File: src/rtl/instr_pkg.sv
// Shared definitions for the instruction encoder/loader: instruction classes,
// RV32I opcodes, ImmSrc format codes (same numbering as the control unit)
// and the loader state encoding.
// Optional feature macro: INSTR_READBACK_EN adds the S_VERIFY state.
package instr_pkg;

  // Instruction class carried on in_kind.
  typedef enum logic [2:0] {
    K_OP_IMM = 3'd0,
    K_LOAD   = 3'd1,
    K_STORE  = 3'd2,
    K_OP     = 3'd3,
    K_BRANCH = 3'd4,
    K_JALR   = 3'd5,
    K_JAL    = 3'd6,
    K_LUI    = 3'd7
  } kind_t;

  // RV32I major opcodes.
  localparam logic [6:0] OPC_OP_IMM = 7'b0010011;
  localparam logic [6:0] OPC_LOAD   = 7'b0000011;
  localparam logic [6:0] OPC_STORE  = 7'b0100011;
  localparam logic [6:0] OPC_OP     = 7'b0110011;
  localparam logic [6:0] OPC_BRANCH = 7'b1100011;
  localparam logic [6:0] OPC_JALR   = 7'b1100111;
  localparam logic [6:0] OPC_JAL    = 7'b1101111;
  localparam logic [6:0] OPC_LUI    = 7'b0110111;

  // ImmSrc codes, numbered as the control unit decodes them.
  localparam logic [2:0] IMM_I = 3'b000;
  localparam logic [2:0] IMM_S = 3'b001;
  localparam logic [2:0] IMM_B = 3'b010;
  localparam logic [2:0] IMM_J = 3'b011;
  localparam logic [2:0] IMM_U = 3'b100;

  // Loader states; S_VERIFY only exists with read-back checking.
  typedef enum logic [1:0] {
    S_IDLE,
    S_WRITE,
    S_DONE
`ifdef INSTR_READBACK_EN
    ,
    S_VERIFY
`endif
  } state_t;

endpackage

File: src/rtl/instr_word_pack.sv
// Combinational encoder: decoded instruction fields -> 32-bit RV32I word plus
// a legality flag covering immediate ranges and supported funct3 values.
// Ports: kind/funct3/sub/rd/rs1/rs2/imm in; word, legal out.
module instr_word_pack
  import instr_pkg::*;
(
  input  logic [2:0]  kind,
  input  logic [2:0]  funct3,
  input  logic        sub,
  input  logic [4:0]  rd,
  input  logic [4:0]  rs1,
  input  logic [4:0]  rs2,
  input  logic [31:0] imm,
  output logic [31:0] word,
  output logic        legal
);

  logic signed [31:0] simm;
  logic               i_ok;
  logic               b_ok;
  logic               j_ok;
  logic               shamt_ok;
  logic [6:0]         opc;
  logic [2:0]         src;
  logic               r_type;

  assign simm     = imm;
  assign i_ok     = (simm >= -32'sd2048) && (simm <= 32'sd2047);
  assign b_ok     = (simm >= -32'sd4096) && (simm <= 32'sd4094) && !imm[0];
  assign j_ok     = (simm >= -32'sd1048576) && (simm <= 32'sd1048574) && !imm[0];
  assign shamt_ok = (imm[31:5] == 27'd0);

  // Per-class opcode, format and legality.
  always_comb begin
    opc    = OPC_OP_IMM;
    src    = IMM_I;
    r_type = 1'b0;
    legal  = 1'b0;
    unique case (kind_t'(kind))
      K_OP_IMM: begin
        opc   = OPC_OP_IMM;
        legal = i_ok && (funct3 != 3'b001 || shamt_ok) && !sub;
      end
      K_LOAD: begin
        opc   = OPC_LOAD;
        legal = i_ok && (funct3 == 3'b010) && !sub;
      end
      K_STORE: begin
        opc   = OPC_STORE;
        src   = IMM_S;
        legal = i_ok && (funct3 == 3'b010) && !sub;
      end
      K_OP: begin
        opc    = OPC_OP;
        r_type = 1'b1;
        legal  = !sub || (funct3 == 3'b000);
      end
      K_BRANCH: begin
        opc   = OPC_BRANCH;
        src   = IMM_B;
        legal = b_ok && (funct3[2:1] == 2'b00) && !sub;
      end
      K_JALR: begin
        opc   = OPC_JALR;
        legal = i_ok && (funct3 == 3'b000) && !sub;
      end
      K_JAL: begin
        opc   = OPC_JAL;
        src   = IMM_J;
        legal = j_ok && !sub;
      end
      K_LUI: begin
        opc   = OPC_LUI;
        src   = IMM_U;
        legal = (imm[11:0] == 12'd0) && !sub;
      end
      default: legal = 1'b0;
    endcase
  end

  // Bit placement per format.
  always_comb begin
    word = '0;
    if (r_type) begin
      word = {1'b0, sub, 5'b00000, rs2, rs1, funct3, rd, opc};
    end else begin
      unique case (src)
        IMM_I:   word = {imm[11:0], rs1, funct3, rd, opc};
        IMM_S:   word = {imm[11:5], rs2, rs1, funct3, imm[4:0], opc};
        IMM_B:   word = {imm[12], imm[10:5], rs2, rs1, funct3, imm[4:1], imm[11], opc};
        IMM_J:   word = {imm[20], imm[10:1], imm[11], imm[19:12], rd, opc};
        IMM_U:   word = {imm[31:12], rd, opc};
        default: word = '0;
      endcase
    end
  end

endmodule

File: src/rtl/instr_encoder_loader.sv
// Program loader: accepts decoded instruction bundles over valid/ready,
// encodes them and writes each word to instruction memory at an
// auto-incrementing, non-wrapping word address.
// Ports: clk, rst (sync, active-high); in_* bundle handshake; mem_we/mem_addr/
// mem_wdata write port, mem_rdata read-back; done/full/err sticky flags; count.
// Optional feature macro: INSTR_READBACK_EN (read back and compare each word).
module instr_encoder_loader
  import instr_pkg::*;
#(
  parameter int unsigned ADDR_WIDTH = 8
) (
  input  logic                  clk,
  input  logic                  rst,
  input  logic                  in_valid,
  output logic                  in_ready,
  input  logic [2:0]            in_kind,
  input  logic [2:0]            in_funct3,
  input  logic                  in_sub,
  input  logic [4:0]            in_rd,
  input  logic [4:0]            in_rs1,
  input  logic [4:0]            in_rs2,
  input  logic [31:0]           in_imm,
  input  logic                  in_last,
  output logic                  mem_we,
  output logic [ADDR_WIDTH-1:0] mem_addr,
  output logic [31:0]           mem_wdata,
  input  logic [31:0]           mem_rdata,
  output logic                  done,
  output logic                  full,
  output logic                  err,
  output logic [ADDR_WIDTH:0]   count
);

  localparam int unsigned CNT_W = ADDR_WIDTH + 1;
  localparam logic [ADDR_WIDTH-1:0] PTR_MAX = '1;

  state_t                  state;
  logic [ADDR_WIDTH-1:0]   ptr;
  logic                    last_q;
  logic [31:0]             pack_word;
  logic                    pack_legal;

`ifdef INSTR_READBACK_EN
  logic                    finish_q;
`else
  logic                    unused_rdata;
  assign unused_rdata = ^mem_rdata;
`endif

  instr_word_pack u_pack (
    .kind   (in_kind),
    .funct3 (in_funct3),
    .sub    (in_sub),
    .rd     (in_rd),
    .rs1    (in_rs1),
    .rs2    (in_rs2),
    .imm    (in_imm),
    .word   (pack_word),
    .legal  (pack_legal)
  );

  // Loader FSM; mem_wdata doubles as the held word for read-back.
  always_ff @(posedge clk) begin
    if (rst) begin
      state     <= S_IDLE;
      ptr       <= '0;
      last_q    <= 1'b0;
      in_ready  <= 1'b1;
      mem_we    <= 1'b0;
      mem_addr  <= '0;
      mem_wdata <= '0;
      done      <= 1'b0;
      full      <= 1'b0;
      err       <= 1'b0;
      count     <= '0;
`ifdef INSTR_READBACK_EN
      finish_q  <= 1'b0;
`endif
    end else begin
      mem_we <= 1'b0;
      unique case (state)
        S_IDLE: begin
          if (in_valid && in_ready) begin
            if (pack_legal) begin
              mem_we    <= 1'b1;
              mem_addr  <= ptr;
              mem_wdata <= pack_word;
              last_q    <= in_last;
              in_ready  <= 1'b0;
              state     <= S_WRITE;
            end else begin
              err <= 1'b1;
            end
          end
        end
        S_WRITE: begin
          count <= count + CNT_W'(1);
          // Pointer saturates at the top address; full marks that slot used.
          if (ptr == PTR_MAX) full <= 1'b1;
          else                ptr  <= ptr + ADDR_WIDTH'(1);
`ifdef INSTR_READBACK_EN
          finish_q <= last_q || (ptr == PTR_MAX);
          state    <= S_VERIFY;
`else
          if (last_q || (ptr == PTR_MAX)) begin
            done  <= 1'b1;
            state <= S_DONE;
          end else begin
            in_ready <= 1'b1;
            state    <= S_IDLE;
          end
`endif
        end
`ifdef INSTR_READBACK_EN
        // mem_addr still points at the word just written.
        S_VERIFY: begin
          if (mem_rdata != mem_wdata) begin
            err   <= 1'b1;
            done  <= 1'b1;
            state <= S_DONE;
          end else if (finish_q) begin
            done  <= 1'b1;
            state <= S_DONE;
          end else begin
            in_ready <= 1'b1;
            state    <= S_IDLE;
          end
        end
`endif
        S_DONE: begin
          in_ready <= 1'b0;
          done     <= 1'b1;
        end
        default: state <= S_IDLE;
      endcase
    end
  end

endmodule

File: config.mk
export PLATFORM = sky130hd
export DESIGN_NAME = instr_encoder_loader
export DESIGN_NICKNAME = d
export VERILOG_FILES = /design/src/rtl/instr_pkg.sv /design/src/rtl/instr_word_pack.sv /design/src/rtl/instr_encoder_loader.sv
export SDC_FILE = /design/constraint.sdc
export NUM_CORES = 1
export LEC_CHECK = 0
export BUFFER_PORTS_ARGS = -buffer_cell sky130_fd_sc_hd__buf_2
export CORE_AREA = 3 3 98 100
export DETAILED_ROUTE_END_ITERATION = 6
export DIE_AREA = 0 0 101 103
export PLACE_DENSITY_LB_ADDON = 0.08
export REMOVE_ABC_BUFFERS = 1
export SLEW_MARGIN = 30
export SYNTH_ARGS = -nofsm -noshare
export SYNTH_HDL_FRONTEND = slang
export SYNTH_SLANG_ARGS = --single-unit
File: constraint.sdc
create_clock -name clk -period 2.3 [get_ports clk]
set_input_delay 0 -clock clk [delete_from_list [all_inputs] [get_ports clk]]
set_output_delay 0 -clock clk [all_outputs]
set_load 0.01 [all_outputs]
==> metrics <==
CTS tree=done; syn_area_per_cell=8.270 µm²; CTS Buf Count=9; arrival time worst endpoint=2.33 ns; Clk pin slew, worst setup/hold paths=0.07 ns; HP Class=in -> reg; vias per std cell=5.244; P&R area growth vs syn=28.96%; die width=101 µm; Leak=1.969 nW; crit path capture type=flip-flop; Warnings, synthesis=0; global-route wire length before repair=15800 µm; synthesized flop and latch total=64; Slew Viols, Final=0; status=complete, no violations; number of fill cells=882; final worst path period need=2.107 ns; RSZ-0062 raised after global routing=no; cell count after synthesis=420; post-synthesis cell type count=45; worst setup skew after layout=0.01226 ns; num ports=144; Max VDD drop=0.3114 mV; ANT nets after route=0; clock sinks=64; Post-synth EDFFs=0; period utilisation layout=0.9161; number of global-route vias before repair=3333; Total GRT Usage=0.1916; port buffer count=111; Post-Syn Area=0.003473 mm²; die height=103 µm; DP HPWL=7218 µm; Final Hold Fails=0; Worst setup SP type=primary input; register area share after synthesis=0.3689; Max Fclk=474.6 MHz; main area contributors after synthesis=dfxtp_1, mux2i_1, nand2_1; Initial DRC Count=123; largest net degree at the start of global routing=39; pwr dens=543.2 mW/mm²; DIE AREA=0.01040 mm²; # H-tree levels=3; post-synth top area cell=dfxtp_1; Primary FF master, synth=dfxtp_1; Initial Util=0.3963; Yosys top cell area share=0.3689; total setup buffers inserted after CTS=0; clock buffer depth=2; via count=3445; critical path class=in -> reg; final setup fails=0; Remaining DRCs=0; CP max FO=28; final WL=9641 µm; Worst-Skew Late Latency=0.35 ns; grt total ovfl=0; Clock Root Buffer=clkbuf_8; max-cap viol count=0; core area=0.008763 mm²; CP required=2.53 ns; total power=0.002433 W; Avg WL per Cell=14.67 µm; share of layout cells above drive strength 1=0.3060; hold slack final=0.01795 ns; max_slew headroom=0.6926; share of flip-flops with an asynchronous set or reset=0; Slew @ Worst Pin=0.4563 ns; First-pass DRT Iterations=4; setup TNS=0 ns; std cell rows=34; initial antenna violation count=0; n_diodes=0; fin nets=637; routability cong.=0.9210
power by group:
| part | total [W] | switching, W | internal [W] |
|---|---|---|---|
| clock network | 0.000936 | 0.000446 | 0.000490 |
| logic | 0.000360 | 0.000200 | 0.000160 |
| registers | 0.00114 | 0.0000102 | 0.00113 |
| total | 0.00243 | 0.000656 | 0.00178 |
final cells by class:
type                       instances  area (µm²)  area share
multi-input combinational        320        2044      0.4564
tap                              108       135.1     0.03017
timing repair buffer             142       803.3      0.1793
sequential                        64        1281      0.2860
inverter                           8       30.03    0.006704
clock inverter                     6       61.31     0.01369
clock buffer                       9       123.9     0.02765
cell usage after synthesis (8+ instances only):
master    instances
mux2_2            8
a21oi_1          27
dfxtp_1          64
o21ai_0          14
nand3_1           8
clkbuf_1         21
xor2_1            8
mux2_1           19
nand4_1          16
mux2i_1          26
nor2_1           26
nand2_1          68
nor2b_1          24
cells by family (layout without fill, tap and decap cells):
group | after synthesis | in the layout | synth area share
buf+inv | 36 | 165 | 0.04467
mux | 53 | 53 | 0.1625
compound gates | 76 | 76 | 0.1391
fa+ha+maj | 2 | 2 | 0.007203
xor+xnor | 11 | 11 | 0.02774
flops | 64 | 64 | 0.3689
simple gates | 178 | 178 | 0.2500
sequential cells by signal, summed over array words and instances, names as in the netlist:
name       count
in_ready       1
err            1
mem_wdata     31
count          9
mem_addr       8
state          2
done           1
mem_we         1
ptr            8
full           1
last_q         1
path summary, 6_finish.rpt:
kind / from / endpoint / slack [ns] / cells after the start
worst max-delay path: in_imm[30] / mem_wdata[19]$_SDFFE_PP0P_ / 0.19 / 9
worst min-delay path: in_rd[3] / mem_wdata[10]$_SDFFE_PP0P_ / 0.02 / 4
worst max register to register: in_ready$_SDFFE_PP1P_ / mem_wdata[19]$_SDFFE_PP0P_ / 0.36 / 5
worst min register to register: done$_SDFFE_PP0P_ / done$_SDFFE_PP0P_ / 0.45 / 1
per-stage QoR:
step,util,area (µm²),setup WS (ns),std cells
3_3_place_gp,0.4889,4284,-0.1153,641
6_report,0.5111,4479,0.1930,657
3_5_place_dp,0.4889,4284,-0.1395,641
5_1_grt,0.5111,4479,0.04431,657
2_1_floorplan,-,3348,-1.339,392
4_1_cts,0.5111,4479,0.2187,657
critical path, stage by stage:
cell	delay, ns
buf_2	0.11
nor4_1	0.40
buf_4	0.18
nand3_1	0.08
or4_1	0.52
o211a_2	0.18
a211oi_4	0.27
buf_12	0.24
mux2_1	0.35
metal layers:
metal | routed length, µm | track usage | share of wire | up-vias
li1 | - | - | - | 1740
met5 | 0 | 0 | 0 | -
met2 | 4245 | 0.3013 | 0.44 | 103
met4 | 190 | 0.08180 | 0.020 | 0
met3 | 644 | 0.03721 | 0.067 | 16
met1 | 4562 | 0.2570 | 0.47 | 1586
cells in the final DEF (no fill, tap or decap), types with 4 or more instances in the layout:
master / n
nand3_1: 8
o22ai_1: 7
nor2b_1: 24
a21oi_1: 27
buf_4: 29
dfxtp_1: 64
inv_1: 7
mux2_1: 19
o21ai_0: 14
xor2_1: 8
o221ai_1: 5
mux2i_1: 26
o211ai_1: 4
nand4_1: 16
nor2_1: 26
buf_2: 111
nor3_1: 6
clkbuf_8: 9
nand2_1: 68
nor4_1: 7
mux2_2: 8
or3_1: 6
nand2b_1: 5
timing repair:
item | in CTS | in global routing
hold buffers | 1 | 0
endpoints found under the hold margin | 1 | 0
resized for setup | 0 | 0
(Power assumes the default switching activity.)
